## src/rtl/ad_rd_pkg.sv

```systemverilog
// Shared types and constants for the A/D half-buffer read master.
// AD_RD_CHECKSUM_EN adds a checksum trailer word to every block.
package ad_rd_pkg;

    localparam int ADDR_W = 12;
    localparam int DATA_W = 32;

    typedef enum logic [1:0] {
        ST_IDLE,
        ST_READ,
        ST_DRAIN
`ifdef AD_RD_CHECKSUM_EN
        , ST_TRAIL
`endif
    } state_t;

    typedef struct packed {
        logic [DATA_W-1:0] data;
        logic              sop;
        logic              eop;
    } skid_word_t;

    // Number of stream words emitted per block.
    function automatic int blk_len(input int words);
`ifdef AD_RD_CHECKSUM_EN
        return words + 1;
`else
        return words;
`endif
    endfunction

endpackage

```

## src/rtl/ad_rd_skid.sv

```systemverilog
// Two-entry in-order valid/ready skid buffer carrying data, sop and eop.
module ad_rd_skid
    import ad_rd_pkg::*;
(
    input  logic       clk,
    input  logic       rst_n,
    input  logic       in_vld,
    input  skid_word_t in_word,
    output logic       in_rdy,
    output logic [1:0] cnt,
    output logic       out_vld,
    output skid_word_t out_word,
    input  logic       out_rdy
);

    skid_word_t ent_q [2];
    logic       wp_q;
    logic       rp_q;
    logic [1:0] cnt_q;
    logic       pop;

    assign pop = out_vld && out_rdy;

    always_ff @(posedge clk) begin
        if (!rst_n) begin
            ent_q[0] <= '0;
            ent_q[1] <= '0;
            wp_q     <= 1'b0;
            rp_q     <= 1'b0;
            cnt_q    <= 2'd0;
        end else begin
            if (in_vld) begin
                ent_q[wp_q] <= in_word;
                wp_q        <= ~wp_q;
            end
            if (pop) begin
                rp_q <= ~rp_q;
            end
            cnt_q <= cnt_q + {1'b0, in_vld} - {1'b0, pop};
        end
    end

    // Head entry is a register, so the output holds until it is popped.
    assign out_vld  = (cnt_q != 2'd0);
    assign out_word = ent_q[rp_q];
    assign in_rdy   = (cnt_q != 2'd2);
    assign cnt      = cnt_q;

endmodule

```

## src/rtl/ad_rd_master.sv

```systemverilog
// Reads one half of the A/D ping-pong buffer per request and streams it out.
// AD_RD_CHECKSUM_EN appends a mod-2^32 sum of the block as a trailer word.
module ad_rd_master
    import ad_rd_pkg::*;
#(
    parameter int WORDS = 1024,
    parameter int BASE0 = 0,
    parameter int BASE1 = 1024
) (
    input  logic              rdclk,
    input  logic              rst_n,
    input  logic              buf_rdy,
    input  logic              buf_sel,
    output logic [ADDR_W-1:0] addr,
    output logic              cs_n,
    output logic              rd,
    input  logic [DATA_W-1:0] a2do,
    input  logic              waitreq,
    output logic [DATA_W-1:0] dout,
    output logic              dout_valid,
    input  logic              dout_ready,
    output logic              dout_sop,
    output logic              dout_eop,
    output logic              busy,
    output logic              ovf
);

    state_t            state_q, state_d;
    logic [ADDR_W-1:0] base_q, idx_q;
    logic              pend_q, pend_sel_q, ovf_q;
    logic              start, start_sel, push, drained;
    skid_word_t        push_w, sk_out;
    logic              sk_rdy;
    logic [1:0]        sk_cnt;
`ifdef AD_RD_CHECKSUM_EN
    logic [DATA_W-1:0] sum_q;
`endif

    // Skid is empty once the word now on the output leaves.
    assign drained = (sk_cnt == 2'd0) || (sk_cnt == 2'd1 && dout_valid && dout_ready);

    always_comb begin
        state_d     = state_q;
        rd          = 1'b0;
        push        = 1'b0;
        start       = 1'b0;
        start_sel   = buf_sel;
        push_w.data = a2do;
        push_w.sop  = (idx_q == '0);
        push_w.eop  = ({{(32-ADDR_W){1'b0}}, idx_q} + 32'd1 == 32'(blk_len(WORDS)));
        case (state_q)
            ST_IDLE: begin
                if (pend_q) begin
                    start     = 1'b1;
                    start_sel = pend_sel_q;
                end else if (buf_rdy) begin
                    start = 1'b1;
                end
                if (start) state_d = ST_READ;
            end
            ST_READ: begin
                rd = sk_rdy;
                if (sk_rdy && !waitreq) begin
                    push = 1'b1;
                    if (idx_q == ADDR_W'(WORDS - 1)) state_d = ST_DRAIN;
                end
            end
            ST_DRAIN: begin
                if (drained) begin
`ifdef AD_RD_CHECKSUM_EN
                    state_d     = ST_TRAIL;
                    push        = 1'b1;
                    push_w.data = sum_q;
                    push_w.sop  = 1'b0;
                    push_w.eop  = 1'b1;
`else
                    state_d = ST_IDLE;
`endif
                end
            end
`ifdef AD_RD_CHECKSUM_EN
            ST_TRAIL: begin
                if (drained) state_d = ST_IDLE;
            end
`endif
            default: state_d = ST_IDLE;
        endcase
    end

    always_ff @(posedge rdclk) begin
        if (!rst_n) begin
            state_q    <= ST_IDLE;
            base_q     <= '0;
            idx_q      <= '0;
            pend_q     <= 1'b0;
            pend_sel_q <= 1'b0;
            ovf_q      <= 1'b0;
`ifdef AD_RD_CHECKSUM_EN
            sum_q      <= '0;
`endif
        end else begin
            state_q <= state_d;
            ovf_q   <= buf_rdy && pend_q && (state_q != ST_IDLE);
            // A pending request leaves in IDLE; a same-cycle buf_rdy takes its slot.
            if (state_q == ST_IDLE) begin
                if (pend_q) begin
                    pend_q     <= buf_rdy;
                    pend_sel_q <= buf_sel;
                end
            end else if (buf_rdy && !pend_q) begin
                pend_q     <= 1'b1;
                pend_sel_q <= buf_sel;
            end
            if (start) begin
                base_q <= start_sel ? ADDR_W'(BASE1) : ADDR_W'(BASE0);
                idx_q  <= '0;
`ifdef AD_RD_CHECKSUM_EN
                sum_q  <= '0;
`endif
            end else if (rd && !waitreq) begin
                idx_q <= idx_q + 1'b1;
`ifdef AD_RD_CHECKSUM_EN
                sum_q <= sum_q + a2do;
`endif
            end
        end
    end

    ad_rd_skid u_skid (
        .clk      (rdclk),
        .rst_n    (rst_n),
        .in_vld   (push),
        .in_word  (push_w),
        .in_rdy   (sk_rdy),
        .cnt      (sk_cnt),
        .out_vld  (dout_valid),
        .out_word (sk_out),
        .out_rdy  (dout_ready)
    );

    assign addr     = base_q + idx_q;
    assign cs_n     = ~rd;
    assign dout     = sk_out.data;
    assign dout_sop = sk_out.sop;
    assign dout_eop = sk_out.eop;
    assign busy     = (state_q != ST_IDLE);
    assign ovf      = ovf_q;

endmodule
```

## config.mk

```make
export PLATFORM = sky130hd
export DESIGN_NAME = ad_rd_master
export DESIGN_NICKNAME = d
export VERILOG_FILES = /design/src/rtl/ad_rd_pkg.sv /design/src/rtl/ad_rd_skid.sv /design/src/rtl/ad_rd_master.sv
export SDC_FILE = /design/constraint.sdc
export NUM_CORES = 1
export LEC_CHECK = 0
export CORE_MARGIN = 2
export CORE_UTILIZATION = 35
export CTS_BUF_LIST = sky130_fd_sc_hd__clkbuf_4
export DETAILED_ROUTE_END_ITERATION = 6
export PLACE_DENSITY = 0.65
export SLEW_MARGIN = 5
export SYNTH_ARGS = -nofsm -noshare
export SYNTH_HDL_FRONTEND = slang
export SYNTH_SLANG_ARGS = --single-unit
```

## constraint.sdc

```tcl
create_clock -name rdclk -period 4 [get_ports rdclk]
set_clock_uncertainty 0.1 [all_clocks]
set_input_delay 0.8 -clock rdclk [delete_from_list [all_inputs] [get_ports rdclk]]
set_output_delay 0.8 -clock rdclk [all_outputs]
set_load 0.05 [all_outputs]
```

==> flow_summary.json <==
{
  "crit_path_cell_trace": "mux2_2 > clkdlybuf4s50_1",
  "cpMaxStageDelayCell": "dfxtp_2",
  "antenna_found_initial": 0,
  "ys_top_cells_by_area": "edfxtp_1, dfxtp_1, and2_1, mux2_2, xor2_1",
  "hp-class": "flip-flop to flip-flop",
  "grt_pass1_wl_mm": 13.7,
  "grt_pass1_vias": 2737,
  "post_cts_buffers": 0,
  "end_kind": "output port",
  "first_iter_violations": 78,
  "numCtsBuffers": 9,
  "hold_depth": 2,
  "netlist_instances": 348,
  "grt_max_degree": 35,
  "finalSetupViolCount": 0,
  "design_area_sq_mm": 0.00538,
  "ys.flop_type": "edfxtp_1",
  "cp.arrival_ps": 2520,
  "die_w_um": 114,
  "synth_most_common_cell": "and2_1",
  "worstPathRequired_ps": 3100,
  "clockRootBuffer": "clkbuf_4",
  "gp_congestion": 0.860,
  "leakagePower_nw": 1.98,
  "drive_above_1_share_pct": 14.3,
  "antennaDiodeCount": 0,
  "ff_latch_area_sq_mm": 0.00250,
  "dp_slack_ps": 1020,
  "max-clock-path-buffers": 2,
  "r2r_cells": 5,
  "nNetsFinal": 466,
  "reg2reg_to": "u_skid.ent_q[0][27]",
  "min_period_ps": 3420,
  "gr-usage-all-layers_pct": 13.7,
  "port_buffers": 88,
  "crit_type": "flip-flop to output port",
  "rsz0062_at_grt": "no",
  "placed_area_sq_mm": 0.00526,
  "hold_viol_final": 0,
  "area_growth_pct": 26.0,
  "dieArea_sq_mm": 0.0131,
  "holdPathEnd": "ovf",
  "routed_via_density": 4.68,
  "ios": 89,
  "insertion_delay_ps": 450,
  "synth_top_area_share_pct": 47.8,
  "rows": 40,
  "dpl.hpwl_mm": 5.65,
  "reg2reg_from": "u_skid.cnt[1]",
  "p_per_area_mw_per_mm2": 470,
  "cts_tree": "done",
  "grt.overflow.total": 0,
  "first_pass_iters": 6,
  "wl_per_cell_um": 14.8,
  "ant_nets": 0,
  "n_fill_cell": 1115,
  "finalCritPeriodShare_pct": 85.5,
  "maxCapViolCount": 0,
  "hold_path.startpoint": "pend_q",
  "multi_input_area_sq_mm": 0.00159,
  "report.final.slew_viol_count": 0,
  "synth_nets": 391,
  "tightest_slew_ps": 864,
  "synth_enable_flop_cells": 68,
  "yosysWarnings": 0,
  "critPathMaxStageDelay_ps": 930,
  "synth_common_cells": "and2_1, edfxtp_1, mux2_2",
  "outcome": "finished clean",
  "start_util_pct": 35.7,
  "postSynthAreaPerCell_sq_um": 12.3,
  "peakVddDrop_uv": 251,
  "cts-resized-gates": 0,
  "cts-hold-fix-buffers": 0,
  "seq_area_frac_synth_pct": 58.6,
  "start_kind": "flip-flop",
  "syn_area_sq_mm": 0.00427,
  "ys_seq_elements": 91,
  "drc": 0,
  "max_slew_margin_pct": 42.4,
  "core_sq_mm": 0.0120,
  "ys_async_sr_fraction_pct": 0,
  "timing.final.ws_setup_ps": 580,
  "tns_ps": 0,
  "yosysTopAreaCell": "edfxtp_1",
  "clkSinkCount": 91,
  "wl_mm": 8.53,
  "crit_fanout": 34,
  "r2r_slack_ps": 1960,
  "fmax_mhz": 292,
  "synth_cell_type_count": 42,
  "die_h_um": 114,
  "clk_pin_slew_ps": 150,
  "vias": 2692,
  "ctsHtreeMaxLevel": 3
}
[cells by family (layout without fill, tap and decap cells)]
group                      count (synthesis)  after routing  share of synthesized area [%]
adders and majority gates                  5              5                           1.46
muxes                                     37             37                           9.67
DFF                                       91             91                           58.6
buffers and inverters                     38            118                           4.48
xor gates and xnor gates                  18             18                           3.69
and+or+nand+nor                          143            143                           19.3
AOI/OAI and AO/OA                         16             16                           2.84
[where the power goes]
group / internal (W) / switching, W / total (W)
registers: 0.00109 / 0.0000792 / 0.00117
clock network: 0.000130 / 0.000321 / 0.000452
logic: 0.000362 / 0.000541 / 0.000903
[worst max-delay path, delay by kind of cell (launching register included)]
family   cells  cell delay, ps
buf+inv      1             700
flops        1             930
mux          1             430
[flip-flops by register name (all words and copies together) (netlist names), named ones only]
name	cells
pend_q	1
u_skid.ent_q	68
u_skid.cnt	2
idx_q	12
ovf	1
u_skid.wp_q	1
state_q	2
u_skid.rp_q	1
base_q	1
pend_sel_q	1
[per-layer routing]
metal  part of all wire, %  track usage (%)  wire length (um)  vias up
li1                      -                -                 -     1358
met1                    46             17.7              3950     1259
met2                    48             22.3              4060       65
met3                   5.0             3.55               428       10
met4                   1.1             4.80                94        0
met5                     0                0                 0        -
[cell type report]
cell class	count	share of cell area, %
Tap cell	147	3.42
Sequential cell	91	46.5
Timing Repair Buffer	94	17.7
Clock inverter	7	0.930
Multi-Input combinational cell	219	29.6
Inverter	8	0.558
Clock buffer	9	1.26
[per-stage QoR]
stage	hold slack (ps)	total power (W)	utilization, %	cells
5_1_grt	470	0.00265	45.0	575
4_1_cts	434	0.00256	45.0	575
3_3_place_gp	400	0.00210	44.0	559
6_report	435	0.00253	45.0	575
2_1_floorplan	376	0.00180	-	348
3_5_place_dp	411	0.00211	44.0	559
[worst max path at each step]
stage | endpoint | slack [ps] | cells after the start
after floorplan | u_skid.ent_q[0][0] | 950 | 4
after global placement | dout[22] | 1050 | 2
after detailed placement | u_skid.ent_q[1][15] | 1020 | 5
after CTS | dout[27] | 510 | 2
after global routing | dout[29] | 420 | 2
final | dout[19] | 580 | 2
[layout by cell type (no fill, tap or decap), types with 2 or more instances in the layout]
cell type,synthesis,final
nand4_1,4,4
nand3_1,6,6
nor2_1,17,17
xor2_1,13,13
inv_1,7,7
clkinv_4,0,2
o21ai_0,7,7
and2_1,71,71
and4_1,2,2
nor3_1,5,5
ha_1,5,5
clkinv_1,0,2
mux2i_1,3,3
xnor2_1,5,5
nor4b_1,2,2
edfxtp_1,68,68
nand2_1,17,16
buf_4,11,4
buf_12,0,2
nor2b_1,5,5
inv_6,0,2
clkdlybuf4s50_1,0,88
mux2_2,34,34
dfxtp_1,23,22
nor4_1,4,4
clkbuf_4,0,9
and3_1,3,3
Power figures use the tool's default switching activity.
==> edit (same flow settings) <==
Build with the macro `AD_RD_CHECKSUM_EN` defined.
--- a/src/rtl/ad_rd_pkg.sv
+++ b/src/rtl/ad_rd_pkg.sv
@@ -2,2 +2,4 @@
 // AD_RD_CHECKSUM_EN adds a checksum trailer word to every block.
+`define AD_RD_CHECKSUM_EN
+
 package ad_rd_pkg;
Function: no difference found for any inputs over 4 cycles, from zero or initial values and one cycle with rst_n low; that may be too few to reach the edited logic, so the function may still have changed.
==> edit against the original RTL <==
  * Sequential cell count up 32
  * Count of clock-buffer cells in the layout up 8
  * Design area up 61%
  * Synthesized area up 70%
  * Total power up 94%
  * Non-clock buffer count up 7
  * Setup slack better by 0.14 ns
  * Global-route usage up 2.5 points
  * Wire length up 110%
==> edit: results (changes against the original RTL) <==
The share of cells above drive strength 1 is 11.7% (was 14.3%). The maximum ir drop on the vdd rail came out at 0.000198 V (was 0.000251 V). Biggest regs: u_skid.ent_q x68, sum_q x32, idx_q x12 (was u_skid.ent_q x68, idx_q x12). The run gives 0.196 ns (was 1.02 ns) as the worst setup slack after placement. The switching part of the total is 43.6% (was 37.3%), and the number of nets in the layout is 915 (was 466). Leading post-synthesis cells by instance count: sky130_fd_sc_hd__nor2_1 (121), sky130_fd_sc_hd__nand2_1 (78), sky130_fd_sc_hd__edfxtp_1 (68) (was sky130_fd_sc_hd__and2_1 (71), sky130_fd_sc_hd__edfxtp_1 (68), sky130_fd_sc_hd__mux2_2 (34)).

The worst reg-to-reg setup slack was 1.09 ns (was 1.96 ns); the number of design-rule violations left by the first detailed-router iteration was 526 (was 78). The average instance area after synthesis came out at 9.57 µm² (was 12.3 µm²). The vias per cell came out at 5.16 (was 4.68). The proportion of synthesized area in mux cells is 10.3% (was 9.67%). The logs give 0.53 ns (was 0.45 ns) for the insertion delay of the later-clocked pin in the worst-skew pair and 8380 µm² (was 5260 µm²) for the total cell area at the placement stage.

Total wire length after detailed routing: 17600 µm (was 8530 µm). The overall fraction of global-route tracks in use was 16.2% (was 13.7%); the total placed cells including tap cells was 1086 (was 559). The via count of the first global-routing pass came out at 5383 (was 2737). Largest cells by area after synthesis: sky130_fd_sc_hd__edfxtp_1 (28%), sky130_fd_sc_hd__dfxtp_1 (15%), sky130_fd_sc_hd__ha_1 (7.1%) (was sky130_fd_sc_hd__edfxtp_1 (48%), sky130_fd_sc_hd__dfxtp_1 (11%), sky130_fd_sc_hd__and2_1 (10%)). The measured slew at the worst slew-check pin came out at 0.626 ns (was 0.864 ns).

The number of levels in the clock H-tree was 4 (was 3); the sequential fraction of the synthesis area was 43.3% (was 58.6%). The estimated wirelength of the detail-placed design is 12700 µm (was 5650 µm), and the count of unique library cells instantiated by Yosys is 71 (was 42). The cell family with the largest share of critical-path delay was buffers and inverters (was flip-flops).

The global route total overflow is 0 (unchanged). The run gives 1981 (was 1115) as the filler cell count in the final layout. Startpoint of the most critical register-to-register path: sum_q[0] (was u_skid.cnt[1]). The cell count of the worst reg-to-reg path came out at 10 (was 5).

The adder-cell share of the synthesized area works out to 7.34% (was 1.46%). Endpoint of the lowest-slack register-to-register path: sum_q[30] (was u_skid.ent_q[0][27]). The tools report the number of antenna violations at the first check in global routing as 1 (was 0).

The run finished with clean final reports. The tools report the area used by multi-input combinational logic as 3850 µm² (was 1590 µm²). The reported leakage power is 3.52 nW (was 1.98 nW). The post-synthesis xor/xnor area fraction is 4.34% (was 3.69%), and the post-CTS clock slew at the launch and capture registers of the worst setup and hold paths is 0.12 ns (was 0.15 ns).
[edit: cells by family after synthesis]
family,after synthesis
DFF,123
adders and majority gates,42
and+or+nand+nor,276
AOI/OAI and AO/OA,148
buffers and inverters,64
muxes,70
xor gates and xnor gates,36
[edit: layer usage]
metal	wire length, µm	global-route usage, %	part of all wire, %	vias up
li1	-	-	-	2871
met5	0	0	0	-
met2	7840	24.7	45	141
met1	8630	22.8	49	2734
met4	325	5.57	1.8	0
met3	777	3.24	4.4	27
[edit: worst min path at each step]
| stage | start | endpoint | slack (ns) | cells after the start |
|---|---|---|---|---|
| after floorplan | sum_q[10] | sum_q[10] | 0.35 | 2 |
| after global placement | sum_q[5] | sum_q[5] | 0.36 | 2 |
| after detailed placement | sum_q[9] | sum_q[9] | 0.36 | 2 |
| after CTS | sum_q[5] | sum_q[5] | 0.38 | 2 |
| after global routing | sum_q[14] | sum_q[14] | 0.40 | 2 |
| final | sum_q[5] | sum_q[5] | 0.38 | 2 |
[edit: power groups by stage]
stage                     logic, mW  registers, mW  clock network, mW
after floorplan                1.70           1.62                  0
after global placement         2.38           1.64                  0
after detailed placement       2.39           1.64                  0
after CTS                      2.40           1.62              0.937
after global routing           2.55           1.64              0.994
final                          2.38           1.62              0.914
[edit: cell type report]
class	count	area share, %
multi-input cells	572	44.3
inverters	20	0.865
diodes	1	0.0288
well taps	270	3.89
clock buffers	17	1.47
clock inverters	15	1.89
flip-flops and latches	123	36.2
repair buffers	101	11.3
[edit: worst min-delay path, cell delays in order, from the launching register on]
cell                      delay [ns]
sky130_fd_sc_hd__dfxtp_1        0.34
sky130_fd_sc_hd__nand2_1        0.05
sky130_fd_sc_hd__a21oi_1        0.05
